File: src/rtl/gpio_debounce.sv
// Input conditioner for GPIO pins: two-flop synchroniser, per-bit debounce,
// edge pulses, and sticky edge events with enable mask and level interrupt.
module gpio_debounce #(
  parameter int WIDTH           = 8,
  parameter int DEBOUNCE_CYCLES = 100000,
  parameter int CNT_W           = 17
) (
  input  logic             clk,
  input  logic             reset,
  input  logic [WIDTH-1:0] raw_in,
  output logic [WIDTH-1:0] clean_out,
  output logic [WIDTH-1:0] rise_pulse,
  output logic [WIDTH-1:0] fall_pulse,
  input  logic             cs,
  input  logic             wr,
  input  logic [31:0]      addr,
  input  logic [31:0]      wdata,
  output logic [31:0]      rdata,
  output logic             irq
);

  localparam logic [CNT_W-1:0] CNT_LAST = CNT_W'(DEBOUNCE_CYCLES - 1);

  localparam logic [1:0] ADDR_STATUS = 2'd0;
  localparam logic [1:0] ADDR_EDGE   = 2'd1;
  localparam logic [1:0] ADDR_IE     = 2'd2;

  logic [WIDTH-1:0] sync1_reg;
  logic [WIDTH-1:0] sync2_reg;
  logic [WIDTH-1:0] rise_flags_reg;
  logic [WIDTH-1:0] fall_flags_reg;
  logic [WIDTH-1:0] rise_flags_next;
  logic [WIDTH-1:0] fall_flags_next;
  logic [WIDTH-1:0] ie_rise_reg;
  logic [WIDTH-1:0] ie_fall_reg;
  logic             edge_write;
  logic             ie_write;
  logic             unused_bits;

  assign unused_bits = ^{addr[31:4], addr[1:0], wdata};

  always_ff @(posedge clk or posedge reset) begin
    if (reset) begin
      sync1_reg <= '0;
      sync2_reg <= '0;
    end else begin
      sync1_reg <= raw_in;
      sync2_reg <= sync1_reg;
    end
  end

  // Each channel counts consecutive cycles of disagreement with its clean level.
  genvar gi;
  generate
    for (gi = 0; gi < WIDTH; gi++) begin : g_bit
      logic [CNT_W-1:0] cnt_reg;
      logic             clean_reg;
      logic             rise_reg;
      logic             fall_reg;

      always_ff @(posedge clk or posedge reset) begin
        if (reset) begin
          cnt_reg   <= '0;
          clean_reg <= 1'b0;
          rise_reg  <= 1'b0;
          fall_reg  <= 1'b0;
        end else begin
          rise_reg <= 1'b0;
          fall_reg <= 1'b0;
          if (sync2_reg[gi] == clean_reg) begin
            cnt_reg <= '0;
          end else if (cnt_reg == CNT_LAST) begin
            clean_reg <= sync2_reg[gi];
            cnt_reg   <= '0;
            rise_reg  <= sync2_reg[gi];
            fall_reg  <= ~sync2_reg[gi];
          end else begin
            cnt_reg <= cnt_reg + 1'b1;
          end
        end
      end

      assign clean_out[gi]  = clean_reg;
      assign rise_pulse[gi] = rise_reg;
      assign fall_pulse[gi] = fall_reg;
    end
  endgenerate

  assign edge_write = cs & wr & (addr[3:2] == ADDR_EDGE);
  assign ie_write   = cs & wr & (addr[3:2] == ADDR_IE);

  // A pulse arriving alongside a clear keeps the flag set.
  always_comb begin
    rise_flags_next = (rise_flags_reg & ~({WIDTH{edge_write}} & wdata[WIDTH-1:0])) | rise_pulse;
    fall_flags_next = (fall_flags_reg & ~({WIDTH{edge_write}} & wdata[16 +: WIDTH])) | fall_pulse;
  end

  always_ff @(posedge clk or posedge reset) begin
    if (reset) begin
      rise_flags_reg <= '0;
      fall_flags_reg <= '0;
      ie_rise_reg    <= '0;
      ie_fall_reg    <= '0;
    end else begin
      rise_flags_reg <= rise_flags_next;
      fall_flags_reg <= fall_flags_next;
      if (ie_write) begin
        ie_rise_reg <= wdata[WIDTH-1:0];
        ie_fall_reg <= wdata[16 +: WIDTH];
      end
    end
  end

  always_comb begin
    rdata = '0;
    case (addr[3:2])
      ADDR_STATUS: rdata[WIDTH-1:0] = clean_out;
      ADDR_EDGE: begin
        rdata[WIDTH-1:0]   = rise_flags_reg;
        rdata[16 +: WIDTH] = fall_flags_reg;
      end
      ADDR_IE: begin
        rdata[WIDTH-1:0]   = ie_rise_reg;
        rdata[16 +: WIDTH] = ie_fall_reg;
      end
      default: rdata = '0;
    endcase
  end

  assign irq = |((rise_flags_reg & ie_rise_reg) | (fall_flags_reg & ie_fall_reg));

endmodule
File: config.mk
export PLATFORM = sky130hd
export DESIGN_NAME = gpio_debounce
export DESIGN_NICKNAME = d
export VERILOG_FILES = /design/src/rtl/gpio_debounce.sv
export SDC_FILE = /design/constraint.sdc
export NUM_CORES = 1
export LEC_CHECK = 0
export BUFFER_PORTS_ARGS = -buffer_cell sky130_fd_sc_hd__buf_2
export CAP_MARGIN = 20
export CORE_MARGIN = 1
export CORE_UTILIZATION = 45
export CTS_BUF_LIST = sky130_fd_sc_hd__clkbuf_2 sky130_fd_sc_hd__clkbuf_4 sky130_fd_sc_hd__clkbuf_8
export DETAILED_ROUTE_END_ITERATION = 16
export GPL_ROUTABILITY_DRIVEN = 0
export GPL_TIMING_DRIVEN = 0
export PLACE_DENSITY = 0.61
export SKIP_LAST_GASP = 1
export SLEW_MARGIN = 20
export SYNTH_ARGS = -nofsm -noshare
export SYNTH_HDL_FRONTEND = slang
export SYNTH_SLANG_ARGS = --single-unit
export TNS_END_PERCENT = 30
File: constraint.sdc
create_clock -name clk -period 13.45 [get_ports clk]
set_clock_uncertainty 0.1 [all_clocks]
set_input_delay 4.035 -clock clk [delete_from_list [all_inputs] [get_ports clk]]
set_output_delay 4.035 -clock clk [all_outputs]
set_load 0.01 [all_outputs]
==> results by stage <==
Status:
- The flow ran to the end, and the final reports show no timing, DRC or antenna violations.

Floorplanning:
- In this run the core area contains 53 standard-cell rows.
- The die extent in y is 150 µm.
- The die covers 22400 µm².
- The die is 150 µm wide.
- The effective utilization at floorplan is 46.3%.
- In this run the count of I/O pins placed on the die edge is 133.
- The floorplan step defined a core boundary enclosing 21200 µm².

Placed design:
- The worst setup timing slack at the placement stage is 3580 ps.
- The placed standard-cell area is 10600 µm².
- After legalization and detailed placement, the total HPWL measured 14600 µm.
- Port buffering added 70 buffers.

Yosys:
- The main combinational cell family by area after synthesis is simple AND/OR/NAND/NOR gates.
- The cell area after synthesis is 9820 µm².
- Of the post-synthesis cell area, the dominant cell type holds 53.0%.
- The fraction of the mapped netlist area in compound gates is 3.96%.
- Sorting the synthesized cells by area gives the leading types as sky130_fd_sc_hd__dfrtp_1 (53%), sky130_fd_sc_hd__xnor2_1 (7.1%), sky130_fd_sc_hd__nor2_1 (5.4%).
- After synthesis, the mean cell area works out to 10.5 µm².
- Summing the areas of all xor and xnor instances in the mapped netlist gives 11.0% of the synthesized area.
- Sequential cells were found to cover 53.0% of the synthesized design area.
- Yosys mapped a number of flops with a built-in enable equal to 0.
- After synthesis, the share of flip-flops with an asynchronous set or reset is 100%.
- The synthesized netlist contains 38 unique library cells.
- Summed over all instances, the cell type with the most area after synthesis is sky130_fd_sc_hd__dfrtp_1.
- Of the total synthesized cell area, the portion taken by full adders, half adders and majority gates is 1.53%.
- The post-synthesis mux area share is 2.75%.
- Yosys printed 0 warnings.
- The register bit total from synthesis is 208.
- Among all flip-flop cells after synthesis, the most frequent one is sky130_fd_sc_hd__dfrtp_1.
- The simple-gate portion of the synthesized area is 23.1%.
- The instance count of the mapped netlist is 933.

STA:
- The minimum setup slack in the final design is 3580 ps.
- Setup repair after global routing left no endpoint under its margin.
- Timing would allow up to 101 MHz.
- Summed over all failing endpoints, the final setup total negative slack is 0 ps.
- The shortest clock period the worst path allows after layout is 9870 ps.
- The count of final setup violators is 0.
- The final count of pins violating max slew came to 0.
- The worst path uses 73.4% of the clock period.
- For the pin with the worst max-slew slack, the measured transition is 616 ps.
- The final number of hold-violating endpoints is 0.
- The relative max-transition margin is 59.0%.

Pwr:
- The ratio of total power to cell area is 120 nW/µm².
- The analysis attributes to cell leakage a power of 5.18 nW.
- The overall power consumption is 1.38 mW.
- The maximum vdd ir drop is 0.0754 mV.

Route:
- In the final routed layout, each cell accounts on average for 15.4 µm.
- The count of nets left with antenna violations after detail routing is 0.
- Dividing the detail-routed via count by the number of cells gives 5.15.
- The number of design-rule violations left by the first detailed-router iteration is 274.
- The routed layout has 7049 vias.
- In the routed design, unresolved DRC markers number 0.
- The first detailed-routing pass ran for 5 iterations.
- After detailed routing, the total wire length is 21100 µm.

Global routing:
- For met3 alone, demand over resource in global routing was 3.78%.
- Across every metal layer, demand over resource in global routing totals 19.8%.
- For met2 alone, demand over resource in global routing was 29.4%.
- The pin count of the biggest net entering global routing is 98.
- The most congested layer reported by global routing is met2.
- The via count of the first global-routing pass is 6857.
- After global routing the overflow that remains totals 0.
- The global-route track usage on met1 is 28.4%.
- The initial antenna violation count is 3.
- The wire length of the first global-routing pass is 35000 µm.

Setup path:
- The largest single stage delay on the critical path is 460 ps.
- The launching element type of the critical path is a primary input.
- Traced cell by cell, the critical path runs through buf_2 -> inv_1 -> ha_1 -> clkbuf_1 -> clkbuf_1 -> a222oi_1 -> nor2_1 -> buf_2.
- The highest fanout seen on the critical path is 10.
- The setup path with the least slack is of type in2out.
- The required time of the critical path is 9310 ps.
- STA classifies the critical path endpoint as an output port.
- The kind of cell with the highest combined delay on the critical path is buffers and inverters.
- The arrival time at the worst endpoint is 5740 ps.
- The number of buffers and inverters on the critical path is 5.
- The cell at the slowest stage of the critical path is sky130_fd_sc_hd__clkbuf_1.

Clock tree:
- TritonCTS built the clock tree.
- The buffer cell driving the clock tree root is sky130_fd_sc_hd__clkbuf_8.
- The later pin in the worst-skew pair is clocked with a latency of 520 ps.
- Once the clock tree was built, the setup fixing pass inserted 0 buffers.
- The maximum root-to-sink buffer count is 3.
- Post-CTS repair changed the size of 0 cells.
- In this run the number of H-tree levels came out at 2.
- Counting the buffers created by CTS gives 38.
- The number of hold-repair buffers added at the cts stage is 0.
- The clock sink count is 208.
- The post-CTS clock slew at the launch and capture registers of the worst setup and hold paths is 60 ps.

Finish:
- Relative to the synthesized area, the layout overhead comes to 16.9%.
- Once layout is done, the placed cells without fillers occupy 11500 µm².
- Of the cells placed in the final design, the portion with a size suffix greater than 1 is 20.1%.
- In the layout the commonest cells are sky130_fd_sc_hd__dfrtp_1 (208), sky130_fd_sc_hd__nor2_1 (141), sky130_fd_sc_hd__xnor2_1 (80).
- At the end of the flow, the number of nets in the layout was 1148.
- Leaving out fill and tap cells, the most frequent cell in the layout is sky130_fd_sc_hd__dfrtp_1.
- The register with the most flip-flops in the layout has 136 of them.
- Cells fill 54.1% of the core in the end.

Hold path:
- The type of the worst min-delay path is reg2reg.

Run:
- Max-cap violations in this run came to 0.
[metrics by stage]
stage	std cells	hold WS, ps
3_5_place_dp	1295	235
3_3_place_gp	1293	234
2_1_floorplan	948	231
4_1_cts	1365	246
6_report	1368	246
5_1_grt	1366	261
[synthesized netlist by cell type, types with 5 or more instances]
cell type,number
sky130_fd_sc_hd__a22oi_1,8
sky130_fd_sc_hd__nand2_1,63
sky130_fd_sc_hd__a222oi_1,8
sky130_fd_sc_hd__nand3_1,42
sky130_fd_sc_hd__xor2_1,43
sky130_fd_sc_hd__a21oi_1,5
sky130_fd_sc_hd__nor4b_1,8
sky130_fd_sc_hd__nor2b_1,9
sky130_fd_sc_hd__nor4bb_1,12
sky130_fd_sc_hd__xnor2_1,80
sky130_fd_sc_hd__and3_1,10
sky130_fd_sc_hd__inv_1,14
sky130_fd_sc_hd__nor4_1,34
sky130_fd_sc_hd__nand4_1,49
sky130_fd_sc_hd__nor3b_1,16
sky130_fd_sc_hd__buf_2,8
sky130_fd_sc_hd__and4_1,13
sky130_fd_sc_hd__nor3_1,31
sky130_fd_sc_hd__ha_1,12
sky130_fd_sc_hd__clkbuf_1,14
sky130_fd_sc_hd__nor2_1,141
sky130_fd_sc_hd__buf_4,40
sky130_fd_sc_hd__a21o_1,16
sky130_fd_sc_hd__dfrtp_1,208
sky130_fd_sc_hd__mux2_2,24
[worst paths after layout]
| kind | cells past startpoint | end | from | slack, ps |
|---|---|---|---|---|
| max in group asynchronous | 4 | g_bit[1].cnt_reg[3]$_DFF_PP0_ | reset | 8740 |
| min | 0 | sync2_reg[5]$_DFF_PP0_ | sync1_reg[5]$_DFF_PP0_ | 250 |
| min in group asynchronous | 2 | g_bit[0].cnt_reg[15]$_DFF_PP0_ | reset | 3340 |
| max | 8 | rdata[6] | addr[2] | 3580 |
| min reg2reg | 0 | sync2_reg[5]$_DFF_PP0_ | sync1_reg[5]$_DFF_PP0_ | 250 |
| max reg2reg | 7 | g_bit[3].cnt_reg[11]$_DFF_PP0_ | g_bit[3].cnt_reg[0]$_DFF_PP0_ | 11220 |
[routing by layer]
layer / vias up / share of wire (%)
met1: 3359 / 48
met4: 0 / 2.6
met2: 150 / 44
met5: - / 0
met3: 39 / 4.8
li1: 3501 / -
[kinds of logic (layout without fill, tap and decap cells)]
| logic type | count (synthesis) | after routing |
|---|---|---|
| other | 1 | 19 |
| xor gates and xnor gates | 123 | 123 |
| adders and majority gates | 12 | 12 |
| DFF | 208 | 208 |
| muxes | 24 | 24 |
| AOI/OAI and AO/OA | 50 | 50 |
| buffers and inverters | 78 | 220 |
| and+or+nand+nor | 437 | 437 |
[area by class of cell]
class / count / area, µm²
diodes: 3 / 7.51
plain buffers: 63 / 397
inverters: 15 / 63.8
clock buffers: 61 / 764
repair buffers: 72 / 405
clock inverters: 9 / 70.1
flip-flops and latches: 208 / 5200
fillers: 1981 / 9750
multi-input cells: 662 / 4220
well taps: 275 / 344
[worst reg2reg max path: cells and delay by family (launching register included)]
kind	cells	cell delay, ps
simple gates	4	830
buf+inv	2	520
flops	1	420
fa+ha+maj	1	230
[report_power, final]
part / internal, mW / total (mW) / leakage, nW / switching (mW)
clock: 0.380 / 0.642 / 0.453 / 0.262
combinational: 0.0295 / 0.0719 / 1.91 / 0.0424
sequential: 0.645 / 0.662 / 2.82 / 0.0173
No activity file was read; power rests on OpenSTA's default activity.
